[src/rtl/tcm_axi_master.sv]
// AXI4 INCR burst initiator for TCM block copies: one burst outstanding, stream pass-through on W/R.
// Optional `TCM_AXI_MASTER_SPLIT_4K_EN keeps every burst inside a 4 KB page.
module tcm_axi_master (
    input  logic        clk_i,
    input  logic        rst_ni,
    input  logic        cmd_valid_i,
    output logic        cmd_ready_o,
    input  logic        cmd_write_i,
    input  logic [31:0] cmd_addr_i,
    input  logic [15:0] cmd_len_i,
    input  logic [31:0] src_data_i,
    input  logic [3:0]  src_strb_i,
    input  logic        src_valid_i,
    output logic        src_ready_o,
    output logic [31:0] dst_data_o,
    output logic        dst_valid_o,
    input  logic        dst_ready_i,
    output logic        done_o,
    output logic        done_err_o,
    output logic        busy_o,
    output logic        axi_awvalid_o,
    output logic [31:0] axi_awaddr_o,
    output logic [3:0]  axi_awid_o,
    output logic [7:0]  axi_awlen_o,
    output logic [1:0]  axi_awburst_o,
    input  logic        axi_awready_i,
    output logic        axi_wvalid_o,
    output logic [31:0] axi_wdata_o,
    output logic [3:0]  axi_wstrb_o,
    output logic        axi_wlast_o,
    input  logic        axi_wready_i,
    input  logic        axi_bvalid_i,
    input  logic [1:0]  axi_bresp_i,
    input  logic [3:0]  axi_bid_i,
    output logic        axi_bready_o,
    output logic        axi_arvalid_o,
    output logic [31:0] axi_araddr_o,
    output logic [3:0]  axi_arid_o,
    output logic [7:0]  axi_arlen_o,
    output logic [1:0]  axi_arburst_o,
    input  logic        axi_arready_i,
    input  logic        axi_rvalid_i,
    input  logic [31:0] axi_rdata_i,
    input  logic [1:0]  axi_rresp_i,
    input  logic [3:0]  axi_rid_i,
    input  logic        axi_rlast_i,
    output logic        axi_rready_o
);

    localparam logic [3:0] AXI_ID     = 4'd0;
    localparam logic [1:0] BURST_INCR = 2'b01;

    typedef enum logic [2:0] {
        S_IDLE,
        S_AW,
        S_W,
        S_B,
        S_AR,
        S_R
    } state_e;

    state_e      state_q, state_d;
    logic [31:0] addr_q, addr_d;
    logic [15:0] rem_q, rem_d;
    logic [8:0]  wcnt_q, wcnt_d;
    logic        err_q, err_d;
    logic        done_q, done_d;
    logic        done_err_q, done_err_d;

    logic [8:0]  beats;
    logic [7:0]  axlen;
    logic [31:0] addr_next;
    logic [15:0] rem_next;
    logic        err_acc;

    // Response IDs carry no information with a single outstanding transaction.
    logic unused_ok;
    assign unused_ok = ^{axi_bid_i, axi_rid_i};

`ifdef TCM_AXI_MASTER_SPLIT_4K_EN
    logic [12:0] page_lim;
    assign page_lim = (13'd4096 - {1'b0, addr_q[11:0]}) >> 2;
`endif

    always_comb begin
        beats = (rem_q > 16'd256) ? 9'd256 : rem_q[8:0];
`ifdef TCM_AXI_MASTER_SPLIT_4K_EN
        if ({4'd0, beats} > page_lim) begin
            beats = page_lim[8:0];
        end
`endif
    end

    // beats is never 0 in AW/AR, and 256 wraps to 0xFF as required.
    assign axlen     = beats[7:0] - 8'd1;
    assign addr_next = addr_q + {21'd0, beats, 2'b00};
    assign rem_next  = rem_q - {7'd0, beats};

    always_comb begin
        state_d       = state_q;
        addr_d        = addr_q;
        rem_d         = rem_q;
        wcnt_d        = wcnt_q;
        err_d         = err_q;
        done_d        = 1'b0;
        done_err_d    = 1'b0;
        err_acc       = err_q;
        cmd_ready_o   = 1'b0;
        src_ready_o   = 1'b0;
        dst_valid_o   = 1'b0;
        axi_awvalid_o = 1'b0;
        axi_awlen_o   = 8'd0;
        axi_wvalid_o  = 1'b0;
        axi_wlast_o   = 1'b0;
        axi_bready_o  = 1'b0;
        axi_arvalid_o = 1'b0;
        axi_arlen_o   = 8'd0;
        axi_rready_o  = 1'b0;

        case (state_q)
            S_IDLE: begin
                cmd_ready_o = 1'b1;
                if (cmd_valid_i) begin
                    addr_d = {cmd_addr_i[31:2], 2'b00};
                    rem_d  = cmd_len_i;
                    err_d  = 1'b0;
                    wcnt_d = 9'd0;
                    if (cmd_len_i == 16'd0) begin
                        done_d = 1'b1;
                    end else begin
                        state_d = cmd_write_i ? S_AW : S_AR;
                    end
                end
            end
            S_AW: begin
                axi_awvalid_o = 1'b1;
                axi_awlen_o   = axlen;
                if (axi_awready_i) begin
                    state_d = S_W;
                end
            end
            S_W: begin
                axi_wvalid_o = src_valid_i;
                src_ready_o  = axi_wready_i;
                axi_wlast_o  = (wcnt_q == beats - 9'd1);
                if (src_valid_i && axi_wready_i) begin
                    if (axi_wlast_o) begin
                        wcnt_d  = 9'd0;
                        state_d = S_B;
                    end else begin
                        wcnt_d = wcnt_q + 9'd1;
                    end
                end
            end
            S_B: begin
                axi_bready_o = 1'b1;
                if (axi_bvalid_i) begin
                    err_acc = err_q | (axi_bresp_i != 2'b00);
                    err_d   = err_acc;
                    addr_d  = addr_next;
                    rem_d   = rem_next;
                    if (rem_next == 16'd0) begin
                        state_d    = S_IDLE;
                        done_d     = 1'b1;
                        done_err_d = err_acc;
                    end else begin
                        state_d = S_AW;
                    end
                end
            end
            S_AR: begin
                axi_arvalid_o = 1'b1;
                axi_arlen_o   = axlen;
                if (axi_arready_i) begin
                    state_d = S_R;
                end
            end
            S_R: begin
                dst_valid_o  = axi_rvalid_i;
                axi_rready_o = dst_ready_i;
                if (axi_rvalid_i && dst_ready_i) begin
                    err_acc = err_q | (axi_rresp_i != 2'b00);
                    err_d   = err_acc;
                    if (axi_rlast_i) begin
                        addr_d = addr_next;
                        rem_d  = rem_next;
                        if (rem_next == 16'd0) begin
                            state_d    = S_IDLE;
                            done_d     = 1'b1;
                            done_err_d = err_acc;
                        end else begin
                            state_d = S_AR;
                        end
                    end
                end
            end
            default: state_d = S_IDLE;
        endcase
    end

    always_ff @(posedge clk_i or negedge rst_ni) begin
        if (!rst_ni) begin
            state_q    <= S_IDLE;
            addr_q     <= 32'd0;
            rem_q      <= 16'd0;
            wcnt_q     <= 9'd0;
            err_q      <= 1'b0;
            done_q     <= 1'b0;
            done_err_q <= 1'b0;
        end else begin
            state_q    <= state_d;
            addr_q     <= addr_d;
            rem_q      <= rem_d;
            wcnt_q     <= wcnt_d;
            err_q      <= err_d;
            done_q     <= done_d;
            done_err_q <= done_err_d;
        end
    end

    assign busy_o        = (state_q != S_IDLE);
    assign done_o        = done_q;
    assign done_err_o    = done_err_q;
    assign axi_awaddr_o  = addr_q;
    assign axi_awid_o    = AXI_ID;
    assign axi_awburst_o = BURST_INCR;
    assign axi_wdata_o   = src_data_i;
    assign axi_wstrb_o   = src_strb_i;
    assign axi_araddr_o  = addr_q;
    assign axi_arid_o    = AXI_ID;
    assign axi_arburst_o = BURST_INCR;
    assign dst_data_o    = axi_rdata_i;

endmodule

[config.mk]
export PLATFORM = sky130hd
export DESIGN_NAME = tcm_axi_master
export DESIGN_NICKNAME = d
export VERILOG_FILES = /design/src/rtl/tcm_axi_master.sv
export SDC_FILE = /design/constraint.sdc
export NUM_CORES = 1
export LEC_CHECK = 0
export ABC_AREA = 1
export CORE_MARGIN = 2
export CORE_UTILIZATION = 40
export DETAILED_ROUTE_END_ITERATION = 6
export PLACE_DENSITY = 0.83
export SLEW_MARGIN = 20
export SYNTH_ARGS = -nofsm -noshare
export SYNTH_HDL_FRONTEND = slang
export SYNTH_SLANG_ARGS = --single-unit
[constraint.sdc]
create_clock -name clk_i -period 3.7 [get_ports clk_i]
set_input_delay 0.74 -clock clk_i [delete_from_list [all_inputs] [get_ports clk_i]]
set_output_delay 0.74 -clock clk_i [all_outputs]
set_load 0.01 [all_outputs]
==> metrics.md <==
| Metric | Value |
|---|---|
| Outcome | `complete, no violations` |
| Largest area contributor in the synthesized netlist | `dfrtp_1` |
| Vias in the first global route | `5,106` |
| Non-filler cells, final | `1,098` |
| Share of layout cells above drive strength 1 | `7.30%` |
| First-pass GRT wire length | `25.0 mm` |
| Area Growth Syn to Fin | `21.2%` |
| Bufs on Longest Clock Path | `2` |
| # diodes | `0` |
| Final setup violation count | `0` |
| Critical Path AT | `2760 ps` |
| CTS Sinks | `61` |
| CP bufs+invs | `3` |
| Slowest cell on crit path | `dfrtp_1` |
| PD cells | `818 mW/mm^2` |
| Worst-path fanout max | `6` |
| Crit-path cells | `nor2_4 > nand2_2 > nor2_4 > nand2_1 > nor2_2 > inv_2 > ha_4 > nand2_2 > inv_1 > nand3_1 > nand2_1 > and2_1 > nor2_1 > nor2_1 > nand2_1 > nor2_1 > dlygate4sd2_1` |
| Commonest non-fill, non-tap cell in the layout | `nand2_1` |
| Critical path class | `reg2out` |
| DIE AREA | `roughly 0.015 mm^2` |
| GR Overflow Total | `0` |
| Delay-heaviest family, CP | `simple AND/OR/NAND/NOR gates` |
| Synthesized area | `roughly 0.0058 mm^2` |
| Rel. slew slack | `49.3%` |
| CTS tree | `built` |
| Max cap viols | `0` |
| Largest net degree at the start of global routing | `54` |
| Final cycle utilization of the critical path | `94.6%` |
| Place WS | `65.3 ps` |
| Worst setup margin | `between 150 and 200 ps` |
| Initial antenna violation count | `0` |
| Predominant post-synthesis flop cell | `dfrtp_1` |
| Async SR Flop Fraction | `100%` |
| Post-route ant nets | `0` |
| Floorplan row count | `43` |
| Top-level port count | `312` |
| Initial Util | `about 41%` |
| Worst-Margin Slew | `750 ps` |
| Register area share after synthesis | `between 20% and 30%` |
| Placed cells | `1,083` |
| Hold Vio Cnt, Final | `0` |
| Setup Skew | `9.96 ps` |
| DR DRC count | `0` |
| 1st-iter DRT viols | `423` |
| Die height | `roughly 120 um` |
| Post-Synthesis Cells | `862` |
| Detail Placement HPWL | `around 12 mm` |
| GPL Wtd Cong | `0.962` |
| Worst hold path class | `in2async` |
| Peak Freq | `about 290 MHz` |
| Period minus WS final | `3500 ps` |
| Fin Setup TNS | `0 ps` |
| Post-CTS Setup Inserts | `0` |
| Critical Path Source Type | `flop` |
| Maximum vdd ir drop | `between 0.3 and 0.4 mV` |
| Static leakage | `3.12 nW` |
| Avg Cell Area, Syn | `6.68 um^2` |
| Core ar. | `0.0140 mm^2` |
| Gr usage total | `20.8%` |
| H-tree depth | `3` |
| Worst-Skew Late Latency | `approximately 330 ps` |
| Top cells by area, synth | `dfrtp_1 26%, buf_4 15%, nand2_1 12%, nor2_1 7.0%, o21ai_0 6.6%` |
| Unique cell type count in the Yosys netlist | `43` |
| Commonest cells after routing, fill and taps aside | `176 x nand2_1, 145 x clkdlybuf4s50_1, 104 x nor2_1` |
| Number of synthesized flops with an enable pin | `0` |
| Avg WL per Cell | `14.4 um` |
| CTS root buffer | `clkbuf_16` |
| CP max stage delay | `440 ps` |
| Vias | `5,613` |
| Post-synth top area share | `26.5%` |
| CP endpoint kind | `primary output` |
| Seq cells post-synth | `61` |
| Num CTS Buffers | `9` |
| Fin. max-slew vios | `0` |
| Chip width | `~120 um` |
| Worst-path clk slew | `60 ps` |
| Finished Core Util | `49.9%` |
| Input/output buffers | `149` |
| Pre-antenna DRT Iters | `5` |
| Final wirelength | `15.8 mm` |
| Nets | `~1.1k` |
| Warning count from the yosys run | `0` |
| CP Data Required Time | `2960 ps` |
| Vias per Instance | `5.11` |
[through the flow]
step	power [W]	area (um^2)	hold slack, ps
after detailed placement	0.00492	6660	503
after CTS	0.00571	6930	489
after global routing	0.00622	6980	530
after floorplan	0.00369	5820	444
final	0.00571	6980	479
after global placement	0.00483	6660	493
[cell usage after synthesis, types with 7 or more instances]
cell type,number
nor3_1,11
buf_2,7
xor2_1,20
nand4_1,12
o211ai_1,9
nand2_1,180
dfrtp_1,61
nor2_1,107
xnor2_1,9
inv_1,77
buf_4,115
a21oi_1,31
ha_1,12
nand3_1,43
o21ai_0,76
o22ai_1,10
clkbuf_1,12
o21a_1,8
[where the power goes]
group,total [W],switching (W),internal [W]
Clock,0.000769,0.000304,0.000465
Combinational,0.00359,0.00200,0.00159
Sequential,0.00135,0.000384,0.000971
Total,0.00571,0.00269,0.00303
[layout make-up]
type                            count  area (um^2)
Inverter                           81          304
Timing Repair Buffer              167         1620
Clock inverter                      4         25.0
Clock buffer                       11          243
Fill cell                        1389         7010
Multi-Input combinational cell    594         3040
Tap cell                          180          225
Sequential cell                    61         1530
[state kept, by name (all words and copies together) (netlist names)]
name	flops
done_err_o	1
wcnt_q	9
axi_araddr_o	30
state_q	3
done_o	1
err_q	1
rem_q	16
[worst reg2reg max path, stage by stage (launching register included)]
cell and delay, ps:
dfrtp_1 440, nor2_4 140, nand2_2 90, nor2_4 160, nand2_2 90, nand2_2 80
nand2_2 90, inv_2 130, ha_1 170, inv_1 60, fa_1 400, inv_1 80
nand3_1 60, nand2_1 80, nand2_1 70, nand2_1 70, a21oi_1 120, o21ai_0 220
nand2_1 150, nand2_2 150, nand2_1 90, o21ai_0 150, nand3_1 80, nand2_1 80
o21ai_0 70
[metal layers]
| layer | routed length [um] | vias to the layer above | track usage [%] |
|---|---|---|---|
| met5 | 0 | - | 0 |
| met4 | 369 | 0 | 8.01 |
| met3 | 1080 | 37 | 4.17 |
| met2 | 7500 | 184 | 33.7 |
| met1 | 6860 | 2615 | 27.2 |
| li1 | - | 2777 | - |
[cells by family (layout without fill, tap and decap cells)]
| group | after synthesis | after routing | synth area share [%] |
|---|---|---|---|
| AO/OA/AOI/OAI | 151 | 151 | 14.8 |
| XOR/XNOR | 29 | 29 | 4.41 |
| adder cells (fa/ha/maj) | 13 | 13 | 2.95 |
| buffers and inverters | 222 | 263 | 22.7 |
| flip-flops | 61 | 61 | 26.5 |
| other | 2 | 17 | 0.130 |
| AND/OR/NAND/NOR | 384 | 384 | 28.5 |
[final timing paths]
kind | endpoint | slack [ps] | startpoint | cells past startpoint
setup reg to reg | axi_araddr_o[18] | 270 | rem_q[12] | 24
min in group clk_i | state_q[1] | 520 | state_q[1] | 2
setup / recovery | axi_wlast_o | 200 | rem_q[12] | 17
max in group asynchronous | rem_q[14] | 2290 | rst_ni | 2
hold / removal | axi_araddr_o[11] | 480 | rst_ni | 1
hold reg to reg | state_q[1] | 520 | state_q[1] | 2
[repair_timing]
action / in CTS / in global routing
hold buffers: 0 / 0
gates cloned: 0 / 0
setup endpoints to repair: 3 / 16
resized for setup: 3 / 16
pin swaps: 1 / 2
(Power assumes the default switching activity.)
